$ cat config.mk
export PLATFORM = sky130hd
export DESIGN_NAME = source_controller
export DESIGN_NICKNAME = d
export VERILOG_FILES = /design/src/rtl/source_controller_pkg.sv /design/src/rtl/source_controller_outstanding_counter.sv /design/src/rtl/source_controller.sv
export SDC_FILE = /design/constraint.sdc
export NUM_CORES = 1
export LEC_CHECK = 0
export CORE_ASPECT_RATIO = 2
export CORE_MARGIN = 2
export CORE_UTILIZATION = 33
export CTS_CLUSTER_DIAMETER = 80
export DETAILED_ROUTE_END_ITERATION = 8
export PLACE_DENSITY = 0.93
export SLEW_MARGIN = 20
export SYNTH_ARGS = -nofsm -noshare
export SYNTH_HDL_FRONTEND = slang
export SYNTH_HIERARCHICAL = 1
export SYNTH_SLANG_ARGS = --single-unit
$ cat constraint.sdc
create_clock -name i_clk_source -period 3.5 [get_ports i_clk_source]
set_input_delay 0.35 -clock i_clk_source [delete_from_list [all_inputs] [get_ports i_clk_source]]
set_output_delay 0.35 -clock i_clk_source [all_outputs]
set_load 0.02 [all_outputs]
$ cat src/rtl/source_controller_pkg.sv
// Shared AHB2AHB bridge definitions: FSM encodings, packet widths and field
// offsets for the default bridge configuration.
package source_controller_pkg;

    localparam int ADDR_W_DEF = 32;
    localparam int DATA_W_DEF = 32;
    localparam int PKT_W_DEF  = ADDR_W_DEF + DATA_W_DEF + 2;
    localparam int RSP_W_DEF  = DATA_W_DEF + 1;
    localparam int MAX_OUT_DEF = 4;

    localparam int RW_BIT    = PKT_W_DEF - 1;
    localparam int VALID_BIT = PKT_W_DEF - 2;
    localparam int ADDR_LSB  = DATA_W_DEF;

    typedef logic [1:0] state_t;

    localparam state_t ST_NORMAL = 2'b00;
    localparam state_t ST_DRAIN  = 2'b01;
    localparam state_t ST_IDLE   = 2'b11;

    function automatic int cnt_width(input int max_count);
        return $clog2(max_count + 1);
    endfunction

endpackage

$ cat src/rtl/source_controller_outstanding_counter.sv
// Up/down count of reads in flight; increments and decrements are ignored at
// the limit and at zero respectively, so the count can never wrap.
module outstanding_counter #(
    parameter int MAX_COUNT = 4,
    parameter int CW        = source_controller_pkg::cnt_width(MAX_COUNT)
) (
    input  logic clk_i,
    input  logic rst_n_i,
    input  logic inc_i,
    input  logic dec_i,
    output logic zero_o,
    output logic at_limit_o
);

    localparam logic [CW-1:0] LIMIT = CW'(MAX_COUNT);

    logic [CW-1:0] count_q, count_d;
    logic          inc_ok, dec_ok;

    assign zero_o     = (count_q == '0);
    assign at_limit_o = (count_q == LIMIT);
    assign inc_ok     = inc_i && !at_limit_o;
    assign dec_ok     = dec_i && !zero_o;

    always_comb begin
        count_d = count_q;
        case ({inc_ok, dec_ok})
            2'b10:   count_d = count_q + CW'(1);
            2'b01:   count_d = count_q - CW'(1);
            default: count_d = count_q;
        endcase
    end

    always_ff @(posedge clk_i or negedge rst_n_i) begin
        if (!rst_n_i) count_q <= '0;
        else          count_q <= count_d;
    end

endmodule

$ cat src/rtl/source_controller.sv
// Source-domain side of the AHB2AHB bridge: request packing, read-response
// return and the source half of the sleep handshake.
//   state  | meaning
//   NORMAL | accepting requests, returning responses
//   DRAIN  | sleep requested; no new requests, waiting for traffic to finish
//   IDLE   | all traffic drained; sleep status/ack reported
module source_controller
    import source_controller_pkg::*;
#(
    parameter int ADDR_WIDTH      = ADDR_W_DEF,
    parameter int DATA_WIDTH      = DATA_W_DEF,
    parameter int packet_width    = ADDR_WIDTH + DATA_WIDTH + 2,
    parameter int MAX_OUTSTANDING = MAX_OUT_DEF
) (
    input  logic                    i_clk_source,
    input  logic                    i_rstn_source,
    input  logic                    i_source_sleep_req,
    input  logic                    sink_sleep_status,
    input  logic                    i_valid,
    input  logic                    i_rd0_wr1,
    input  logic [ADDR_WIDTH-1:0]   i_addr,
    input  logic [DATA_WIDTH-1:0]   i_wr_data,
    output logic                    o_ready,
    output logic [DATA_WIDTH-1:0]   o_rd_data,
    output logic                    o_rd_valid,
    input  logic                    req_fifo_full,
    input  logic                    req_fifo_empty,
    input  logic                    rsp_fifo_empty,
    input  logic [DATA_WIDTH:0]     i_rsp_packet,
    output logic [packet_width-1:0] o_req_packet,
    output logic                    req_fifo_wr_en,
    output logic                    rsp_fifo_rd_en,
    output logic                    o_source_sleep_ack,
    output logic                    source_sleep_status
);

    localparam int RW_POS    = packet_width - 1;
    localparam int VALID_POS = packet_width - 2;
    localparam int ADDR_POS  = DATA_WIDTH;

    state_t                state_q, state_d;
    logic [DATA_WIDTH-1:0] rd_data_q;
    logic                  rd_valid_q, ack_q, status_q;
    logic                  accept, cnt_zero, cnt_at_limit;

    assign o_ready = (state_q == ST_NORMAL) && !req_fifo_full && !sink_sleep_status
                     && !cnt_at_limit;
    assign accept         = i_valid && o_ready;
    assign req_fifo_wr_en = accept;
    assign rsp_fifo_rd_en = !rsp_fifo_empty && !cnt_zero && (state_q != ST_IDLE);

    // Write data field is zeroed for reads so the sink never sees stale data.
    always_comb begin
        o_req_packet = '0;
        if (accept) begin
            o_req_packet[RW_POS]                  = i_rd0_wr1;
            o_req_packet[VALID_POS]               = 1'b1;
            o_req_packet[ADDR_POS +: ADDR_WIDTH]  = i_addr;
            o_req_packet[0 +: DATA_WIDTH]         = i_rd0_wr1 ? i_wr_data : '0;
        end
    end

    outstanding_counter #(
        .MAX_COUNT (MAX_OUTSTANDING)
    ) u_outstanding (
        .clk_i      (i_clk_source),
        .rst_n_i    (i_rstn_source),
        .inc_i      (accept && !i_rd0_wr1),
        .dec_i      (rsp_fifo_rd_en),
        .zero_o     (cnt_zero),
        .at_limit_o (cnt_at_limit)
    );

    always_comb begin
        state_d = state_q;
        case (state_q)
            ST_NORMAL: if (i_source_sleep_req) state_d = ST_DRAIN;
            ST_DRAIN:  if (cnt_zero && req_fifo_empty && rsp_fifo_empty) state_d = ST_IDLE;
            ST_IDLE:   if (!i_source_sleep_req) state_d = ST_NORMAL;
            default:   state_d = ST_NORMAL;
        endcase
    end

    always_ff @(posedge i_clk_source or negedge i_rstn_source) begin
        if (!i_rstn_source) begin
            state_q    <= ST_NORMAL;
            rd_data_q  <= '0;
            rd_valid_q <= 1'b0;
            ack_q      <= 1'b0;
            status_q   <= 1'b0;
        end else begin
            state_q    <= state_d;
            rd_valid_q <= rsp_fifo_rd_en && i_rsp_packet[DATA_WIDTH];
            if (rsp_fifo_rd_en) rd_data_q <= i_rsp_packet[DATA_WIDTH-1:0];
            status_q   <= (state_q == ST_IDLE);
            ack_q      <= (state_q == ST_IDLE) && i_source_sleep_req;
        end
    end

    assign o_rd_data           = rd_data_q;
    assign o_rd_valid          = rd_valid_q;
    assign o_source_sleep_ack  = ack_q;
    assign source_sleep_status = status_q;

endmodule

==> impl_metrics.py, run 1 <==
metrics = {
    "timing": {
        "grt_setup_unrepaired": "no",
        "final-max-slew-violation-count": 0,
        "final_min_period_over_clock_period": 0.9256,
        "max_slew.worst_pin.slew_ns": 0.9599,
        "setup_tns_ns": 0,
        "fmaxAchievable_mhz": 308.7,
        "timing.final.hold_violations": 0,
        "timing.final.crit_period_ns": 3.240,
        "rel_slew_slack": 0.3600,
        "report.final.setup_viol": 0,
        "worst_clock_skew_ns": 0.007857,
    },
    "worst_hold_path": {
        "worstHoldPathType": "in2async",
    },
    "run_status": {
        "run_status": "completed",
    },
    "die": {
        "start_util": 0.3424,
        "die_h_microns": 129.6,
        "rows": 45,
        "core-area_sq_um": 7601,
        "die-area_sq_um": 8656,
        "die_w_microns": 66.80,
        "design.portCount": 210,
    },
    "place": {
        "post_dp_cell_area_sq_um": 4718,
        "detailedPlacementHpwl_microns": 6994,
        "buffer_ports.inserted": 209,
        "place.gp.congestion": 0.6854,
    },
    "setup_path": {
        "peak_fanout_along_the_critical_path": 35,
        "critical_path_arrival_ns": 2.89,
        "endpoint_kind": "output port",
        "worst-endpoint-required_ns": 3.15,
        "worst_setup_path_start_kind": "flip-flop",
        "setup.worst_path.class": "reg2out",
    },
    "finish": {
        "multi_input_logic_area_sq_um": 1443,
        "post-route-util": 0.6441,
        "final_design_area_no_fill_sq_um": 4896,
        "layout-drive-gt1-share": 0.2500,
        "flow.area_growth_from_synthesis_pct": 88.13,
        "nFillCells": 578,
        "seq_area_sq_um": 1001,
        "n_antenna_cell": 0,
        "final_net_count": 527,
    },
    "global_route": {
        "grt_antenna_before_repair": 0,
        "grt_overflow_total": 0,
        "pin_count_of_the_biggest_net_entering_global_routing": 69,
        "vias_in_the_first_global_route": 2614,
        "global_route_wire_length_before_repair_microns": 12880,
        "grt_usage": 0.1967,
    },
    "clock_network": {
        "root_buffer": "sky130_fd_sc_hd__clkbuf_16",
        "cts.reportedPaths.clkPinSlew_ns": 0.06,
        "tritoncts.num_buffers": 5,
        "tritoncts": "done",
        "clock_tree.htree_level_count": 2,
        "cts_buffer_depth": 2,
        "post-cts-setup-buffers": 0,
        "tritoncts_num_sinks": 40,
        "cts_hold_repair.buffers": 0,
        "number_of_gates_resized_after_cts": 0,
        "insertion_delay_ns": 0.28,
    },
    "logic_synthesis": {
        "yosys-top-cells-area": "sky130_fd_sc_hd__dfrtp_1 38%, sky130_fd_sc_hd__nor4b_2 19%, sky130_fd_sc_hd__mux2_2 14%, sky130_fd_sc_hd__nor3_2 7.3%, sky130_fd_sc_hd__nand2_1 4.9%",
        "flop_and_latch_count_out_of_synthesis": 40,
        "synthDistinctLibCells": 29,
        "synth-seq-area-share": 0.3846,
        "postSynthCellCount": 224,
        "synth_top_area_frac": 0.3846,
        "syn-mean-instance-area_sq_um": 11.62,
        "yosysWarnings": 6,
        "syn_nets": 332,
        "synth_area_leader_cell": "sky130_fd_sc_hd__dfrtp_1",
        "syn-cell-area_sq_um": 2602,
    },
    "power": {
        "clock_power_share": 0.220,
        "leakage_nw": 1.722,
        "max-vdd-ir-drop_mv": 0.6749,
        "power.internal_mw": 1.618,
        "power_frac_seq": 0.306,
        "power.share.switching": 0.3417,
        "p_switching_mw": 0.8399,
        "comb_power_share": 0.475,
        "power.density_cell_area_nw_per_um2": 502.0,
    },
    "route": {
        "antenna_left": 0,
        "drcViolationCount": 0,
        "dr.first_iter.drc_count": 73,
        "routed_wire_length_per_instance_microns": 17.31,
        "pre_antenna_drt_iters": 4,
        "num_vias": 2524,
        "detail_routed_via_count_per_cell": 4.911,
        "routed_wirelength_microns": 8896,
    },
    "job": {
        "maxCapViolCount": 0,
    },
}
==> cells in the final DEF, fill, tap and decap left out, drive strengths merged <==
cell type,netlist,routed
clkdlybuf4s50,0,207
dfrtp,40,40
nand2,34,34
nor3,34,34
nor4b,33,33
mux2,32,32
buf,18,8
clkbuf,9,6
inv,4,4
nor2,2,2
and2,2,2
xor2,2,2
and3,2,2
or4,1,1
nor3b,1,1
a211oi,1,1
maj3,1,1
nand4b,1,1
a21boi,1,1
bufinv,0,1
clkinv,0,1
nor2b,1,1
nand2b,1,1
mux2i,1,1
xnor2,1,1
fa,1,1
ha,1,1
==> synthesized netlist by cell type <==
library cell	n
sky130_fd_sc_hd__nand4b_1	1
sky130_fd_sc_hd__buf_6	6
sky130_fd_sc_hd__a211oi_2	1
sky130_fd_sc_hd__fa_1	1
sky130_fd_sc_hd__and3_4	1
sky130_fd_sc_hd__nor2b_1	1
sky130_fd_sc_hd__nand2b_4	1
sky130_fd_sc_hd__clkbuf_1	9
sky130_fd_sc_hd__maj3_1	1
sky130_fd_sc_hd__nor2_1	2
sky130_fd_sc_hd__nor3b_1	1
sky130_fd_sc_hd__buf_1	5
sky130_fd_sc_hd__mux2i_1	1
sky130_fd_sc_hd__dfrtp_1	40
sky130_fd_sc_hd__buf_4	1
sky130_fd_sc_hd__buf_2	6
sky130_fd_sc_hd__mux2_2	32
sky130_fd_sc_hd__xor2_1	2
sky130_fd_sc_hd__or4_1	1
sky130_fd_sc_hd__and2_1	2
sky130_fd_sc_hd__nor3_1	15
sky130_fd_sc_hd__inv_1	4
sky130_fd_sc_hd__nor4b_2	33
sky130_fd_sc_hd__nand2_1	34
sky130_fd_sc_hd__nor3_2	19
sky130_fd_sc_hd__xnor2_1	1
sky130_fd_sc_hd__ha_1	1
sky130_fd_sc_hd__and3_1	1
sky130_fd_sc_hd__a21boi_0	1
==> final cells by class <==
| class | instances | area share |
|---|---|---|
| Timing Repair Buffer | 215 | 0.4375 |
| Multi-Input combinational cell | 153 | 0.2947 |
| Sequential cell | 40 | 0.2044 |
| Clock buffer | 6 | 0.02837 |
| Tap cell | 94 | 0.02402 |
| Clock inverter | 2 | 0.007922 |
| Inverter | 4 | 0.003067 |
==> critical path, stage by stage, from the launching register on <==
cell and delay [ns]:
sky130_fd_sc_hd__dfrtp_1 0.38, sky130_fd_sc_hd__inv_1 0.09, sky130_fd_sc_hd__and3_4 0.18, sky130_fd_sc_hd__or4_4 0.73, sky130_fd_sc_hd__buf_12 0.28, sky130_fd_sc_hd__nor4b_2 0.28
sky130_fd_sc_hd__clkdlybuf4s50_1 0.66
==> power groups by stage <==
stage / Combinational (mW) / Clock (mW) / Sequential, mW
finish: 1.17 / 0.540 / 0.751
global route: 1.23 / 0.571 / 0.773
CTS: 1.18 / 0.551 / 0.754
detailed placement: 1.17 / 0 / 0.757
global placement: 1.15 / 0 / 0.741
floorplan: 0.425 / 0 / 0.936
==> metrics by stage <==
step / setup slack, ns / hold WS, ns / power, mW / instances
2_1_floorplan: 0.8895 / 0.05441 / 1.361 / 224
3_3_place_gp: 0.4440 / 0.4817 / 1.887 / 506
3_5_place_dp: 0.4152 / 0.4955 / 1.929 / 506
4_1_cts: 0.2559 / 0.2063 / 2.488 / 514
5_1_grt: 0.1032 / 0.2664 / 2.575 / 514
6_report: 0.2604 / 0.1777 / 2.458 / 514
==> routing by layer <==
metal	vias to the layer above	part of all wire	GRT usage	routed length, microns
met5	-	0	0	0
met4	0	0.016	0.06363	144
met3	9	0.12	0.06424	1071
met2	165	0.54	0.3776	4781
met1	1170	0.33	0.1898	2898
li1	1180	-	-	-
==> cells by family (layout without fill, tap and decap cells) <==
kind of cell / after synthesis / in the layout / share of synthesized area
simple gates: 112 / 112 / 0.3726
flops: 40 / 40 / 0.3846
mux: 33 / 33 / 0.1423
buf+inv: 31 / 227 / 0.06634
fa+ha+maj: 3 / 3 / 0.01635
xor+xnor: 3 / 3 / 0.01010
compound gates: 2 / 2 / 0.007693
==> path summary, 6_finish.rpt <==
path / slack [ns] / depth (start not counted) / from / endpoint
setup reg to reg: 0.73 / 11 / u_outstanding/count_q[0]$_DFFE_PN0P_ / u_outstanding/count_q[2]$_DFFE_PN0P_
max in group asynchronous: 2.78 / 1 / i_rstn_source / o_rd_data[13]$_DFFE_PN0P_
hold reg to reg: 0.50 / 1 / u_outstanding/count_q[0]$_DFFE_PN0P_ / u_outstanding/count_q[0]$_DFFE_PN0P_
hold / removal: 0.18 / 1 / i_rstn_source / o_rd_data[4]$_DFFE_PN0P_
setup / recovery: 0.26 / 6 / u_outstanding/count_q[0]$_DFFE_PN0P_ / o_req_packet[5]
min in group i_clk_source: 0.50 / 1 / u_outstanding/count_q[0]$_DFFE_PN0P_ / u_outstanding/count_q[0]$_DFFE_PN0P_
==> flip-flops by register name, summed over array words and instances (netlist names) <==
register / count
o_rd_data: 32
o_rd_valid: 1
o_source_sleep_ack: 1
source_sleep_status: 1
state_q: 2
u_outstanding/count_q: 3
Power figures use the tool's default switching activity.
==> inputs of run 2 (changes only) <==
--- a/config.mk
+++ b/config.mk
@@ -10,6 +10,8 @@
 export CORE_UTILIZATION = 33
 export CTS_CLUSTER_DIAMETER = 80
 export DETAILED_ROUTE_END_ITERATION = 8
+export GPL_TIMING_DRIVEN = 0
+export MAX_ROUTING_LAYER = met4
 export PLACE_DENSITY = 0.93
 export SLEW_MARGIN = 20
 export SYNTH_ARGS = -nofsm -noshare
==> impl_metrics.py, run 2 (synthesis results as in run 1) <==
metrics = {
    "run_status": {
        "run_status": "completed",
    },
    "setup_path": {
        "worst-endpoint-required_ns": 3.15,
        "endpoint_kind": "output port",
        "peak_fanout_along_the_critical_path": 10,
        "setup.worst_path.class": "reg2out",
        "critPathMaxStageDelay_ns": 0.60,
        "timing.critical_path.buf_inv": 5,
        "worst_setup_path_start_kind": "flip-flop",
        "critical-path-slowest-cell": "sky130_fd_sc_hd__clkdlybuf4s50_1",
        "kind_of_cell_adding_the_most_delay_to_the_critical_path": "buffers and inverters",
        "worstPathCellList": "inv_1 > and3_4 > or4_1 > buf_2 > buf_6 > nor3b_1 > buf_4 > clkdlybuf4s50_1",
        "critical_path_arrival_ns": 2.80,
    },
    "die": {
        "core-area_sq_um": 7601,
        "rows": 45,
        "start_util": 0.3424,
        "design.portCount": 210,
        "die_w_microns": 66.80,
        "die-area_sq_um": 8656,
        "die_h_microns": 129.6,
    },
    "clock_network": {
        "number_of_gates_resized_after_cts": 0,
        "cts_hold_repair.buffers": 1,
        "tritoncts": "done",
        "post-cts-setup-buffers": 0,
        "tritoncts_num_sinks": 40,
        "tritoncts.num_buffers": 5,
        "cts_buffer_depth": 2,
        "root_buffer": "sky130_fd_sc_hd__clkbuf_16",
        "insertion_delay_ns": 0.28,
        "clock_tree.htree_level_count": 2,
        "cts.reportedPaths.clkPinSlew_ns": 0.06,
    },
    "finish": {
        "final_net_count": 548,
        "layout-drive-gt1-share": 0.2494,
        "commonest_cells_after_routing_fill_and_taps_aside": "206 x sky130_fd_sc_hd__clkdlybuf4s50_1, 40 x sky130_fd_sc_hd__dfrtp_1, 34 x sky130_fd_sc_hd__nand2_1, 33 x sky130_fd_sc_hd__nor4b_2, 32 x sky130_fd_sc_hd__mux2_2",
        "post-route-util": 0.6533,
        "n_antenna_cell": 0,
        "final_design_area_no_fill_sq_um": 4966,
        "largest_register_ffs": 32,
        "layout.cells.most_common": "sky130_fd_sc_hd__clkdlybuf4s50_1",
        "flow.area_growth_from_synthesis_pct": 90.82,
        "nFillCells": 581,
    },
    "power": {
        "power.share.switching": 0.3501,
        "max-vdd-ir-drop_mv": 0.6540,
        "clock_power_share": 0.189,
        "comb_power_share": 0.497,
        "p_switching_mw": 0.8382,
        "power.density_cell_area_nw_per_um2": 482.2,
        "totalPowerFinal_mw": 2.394,
        "power.internal_mw": 1.556,
        "power_frac_seq": 0.314,
        "leakage_nw": 1.758,
    },
    "timing": {
        "rel_slew_slack": 0.5416,
        "fmaxAchievable_mhz": 317.4,
        "timing.final.hold_violations": 0,
        "worst_clock_skew_ns": 0.002663,
        "report.final.setup_viol": 0,
        "setup_tns_ns": 0,
        "timing.final.crit_period_ns": 3.150,
        "grt_setup_unrepaired": "no",
        "finalWorstSetupSlack_ns": 0.3496,
        "final_min_period_over_clock_period": 0.9001,
        "max_slew.worst_pin.slew_ns": 0.6876,
        "final-max-slew-violation-count": 0,
    },
    "route": {
        "routed_wire_length_per_instance_microns": 17.25,
        "pre_antenna_drt_iters": 6,
        "routed_wirelength_microns": 9228,
        "antenna_left": 0,
        "drcViolationCount": 0,
        "num_vias": 2607,
        "detail_routed_via_count_per_cell": 4.873,
        "dr.first_iter.drc_count": 65,
    },
    "place": {
        "post_dp_cell_area_sq_um": 4807,
        "detailedPlacementHpwl_microns": 7607,
        "place.gp.congestion": 0.7326,
        "buffer_ports.inserted": 207,
        "pre_cts_slack_ns": 0.4045,
    },
    "global_route": {
        "pin_count_of_the_biggest_net_entering_global_routing": 30,
        "vias_in_the_first_global_route": 2835,
        "global_route_wire_length_before_repair_microns": 13610,
        "grt_overflow_total": 0,
        "grt_antenna_before_repair": 0,
        "grt_usage": 0.2147,
    },
    "job": {
        "maxCapViolCount": 0,
    },
    "worst_hold_path": {
        "worstHoldPathType": "in2async",
    },
}
==> run 2: changes by cell type in the layout (fill, tap and decap cells not counted), sizes merged <==
cell | previous run | this run
clkdlybuf4s50 | 207 | 206
clkbuf | 6 | 15
buf | 8 | 20
clkinv | 1 | 2
dlygate4sd3 | 0 | 1
bufinv | 1 | 0
==> run 2: power by group through the flow <==
stage          registers [mW]  logic [mW]  clock network (mW)
2_1_floorplan           0.936       0.425                   0
3_3_place_gp            0.740        1.15                   0
3_5_place_dp            0.757        1.19                   0
4_1_cts                 0.754        1.20               0.465
5_1_grt                 0.774        1.25               0.479
6_report                0.751        1.19               0.452
==> run 2: worst reg2reg max path: stages (launching register included) <==
cell	delay, ns
sky130_fd_sc_hd__dfrtp_1	0.37
sky130_fd_sc_hd__inv_1	0.08
sky130_fd_sc_hd__and3_4	0.17
sky130_fd_sc_hd__or4_1	0.50
sky130_fd_sc_hd__buf_2	0.18
sky130_fd_sc_hd__buf_6	0.15
sky130_fd_sc_hd__nor4b_2	0.32
sky130_fd_sc_hd__nand2b_4	0.08
sky130_fd_sc_hd__ha_1	0.22
sky130_fd_sc_hd__inv_1	0.08
sky130_fd_sc_hd__fa_1	0.19
sky130_fd_sc_hd__xor2_1	0.18
sky130_fd_sc_hd__nor2_1	0.08
sky130_fd_sc_hd__xor2_1	0.14
==> run 2: routing by layer <==
metal  share of wire  global-route usage
met1            0.31              0.1921
met2            0.54              0.4112
met3            0.11             0.05729
met4           0.035             0.08043
met5               0                   -
==> run 2: final timing paths <==
check | startpoint | to | slack, ns | depth (start not counted)
worst max register to register | u_outstanding/count_q[0]$_DFFE_PN0P_ | u_outstanding/count_q[2]$_DFFE_PN0P_ | 0.63 | 13
worst min-delay path | i_rstn_source | o_rd_data[19]$_DFFE_PN0P_ | 0.49 | 2
worst max-delay path | u_outstanding/count_q[0]$_DFFE_PN0P_ | o_req_packet[64] | 0.35 | 8
min in group i_clk_source | u_outstanding/count_q[0]$_DFFE_PN0P_ | u_outstanding/count_q[0]$_DFFE_PN0P_ | 0.50 | 1
worst min register to register | u_outstanding/count_q[0]$_DFFE_PN0P_ | u_outstanding/count_q[0]$_DFFE_PN0P_ | 0.50 | 1
max in group asynchronous | i_rstn_source | o_rd_data[27]$_DFFE_PN0P_ | 2.56 | 3
==> run 2: metrics by stage <==
stage | hold WS, ns | instances
final | 0.4900 | 535
after global routing | 0.5151 | 535
after CTS | 0.4926 | 535
after detailed placement | 0.2487 | 526
after global placement | 0.4813 | 525
after floorplan | 0.05441 | 224
==> run 2: layout make-up <==
cell class / instances / area [sq um] / share of cell area
Clock buffer: 6 / 138.9 / 0.02797
Tap cell: 94 / 117.6 / 0.02368
Buffer: 27 / 157.7 / 0.03175
Multi-Input combinational cell: 153 / 1429 / 0.2877
Timing Repair Buffer: 209 / 2097 / 0.4223
Inverter: 4 / 15.01 / 0.003023
Sequential cell: 40 / 1001 / 0.2016
Clock inverter: 2 / 10.01 / 0.002016
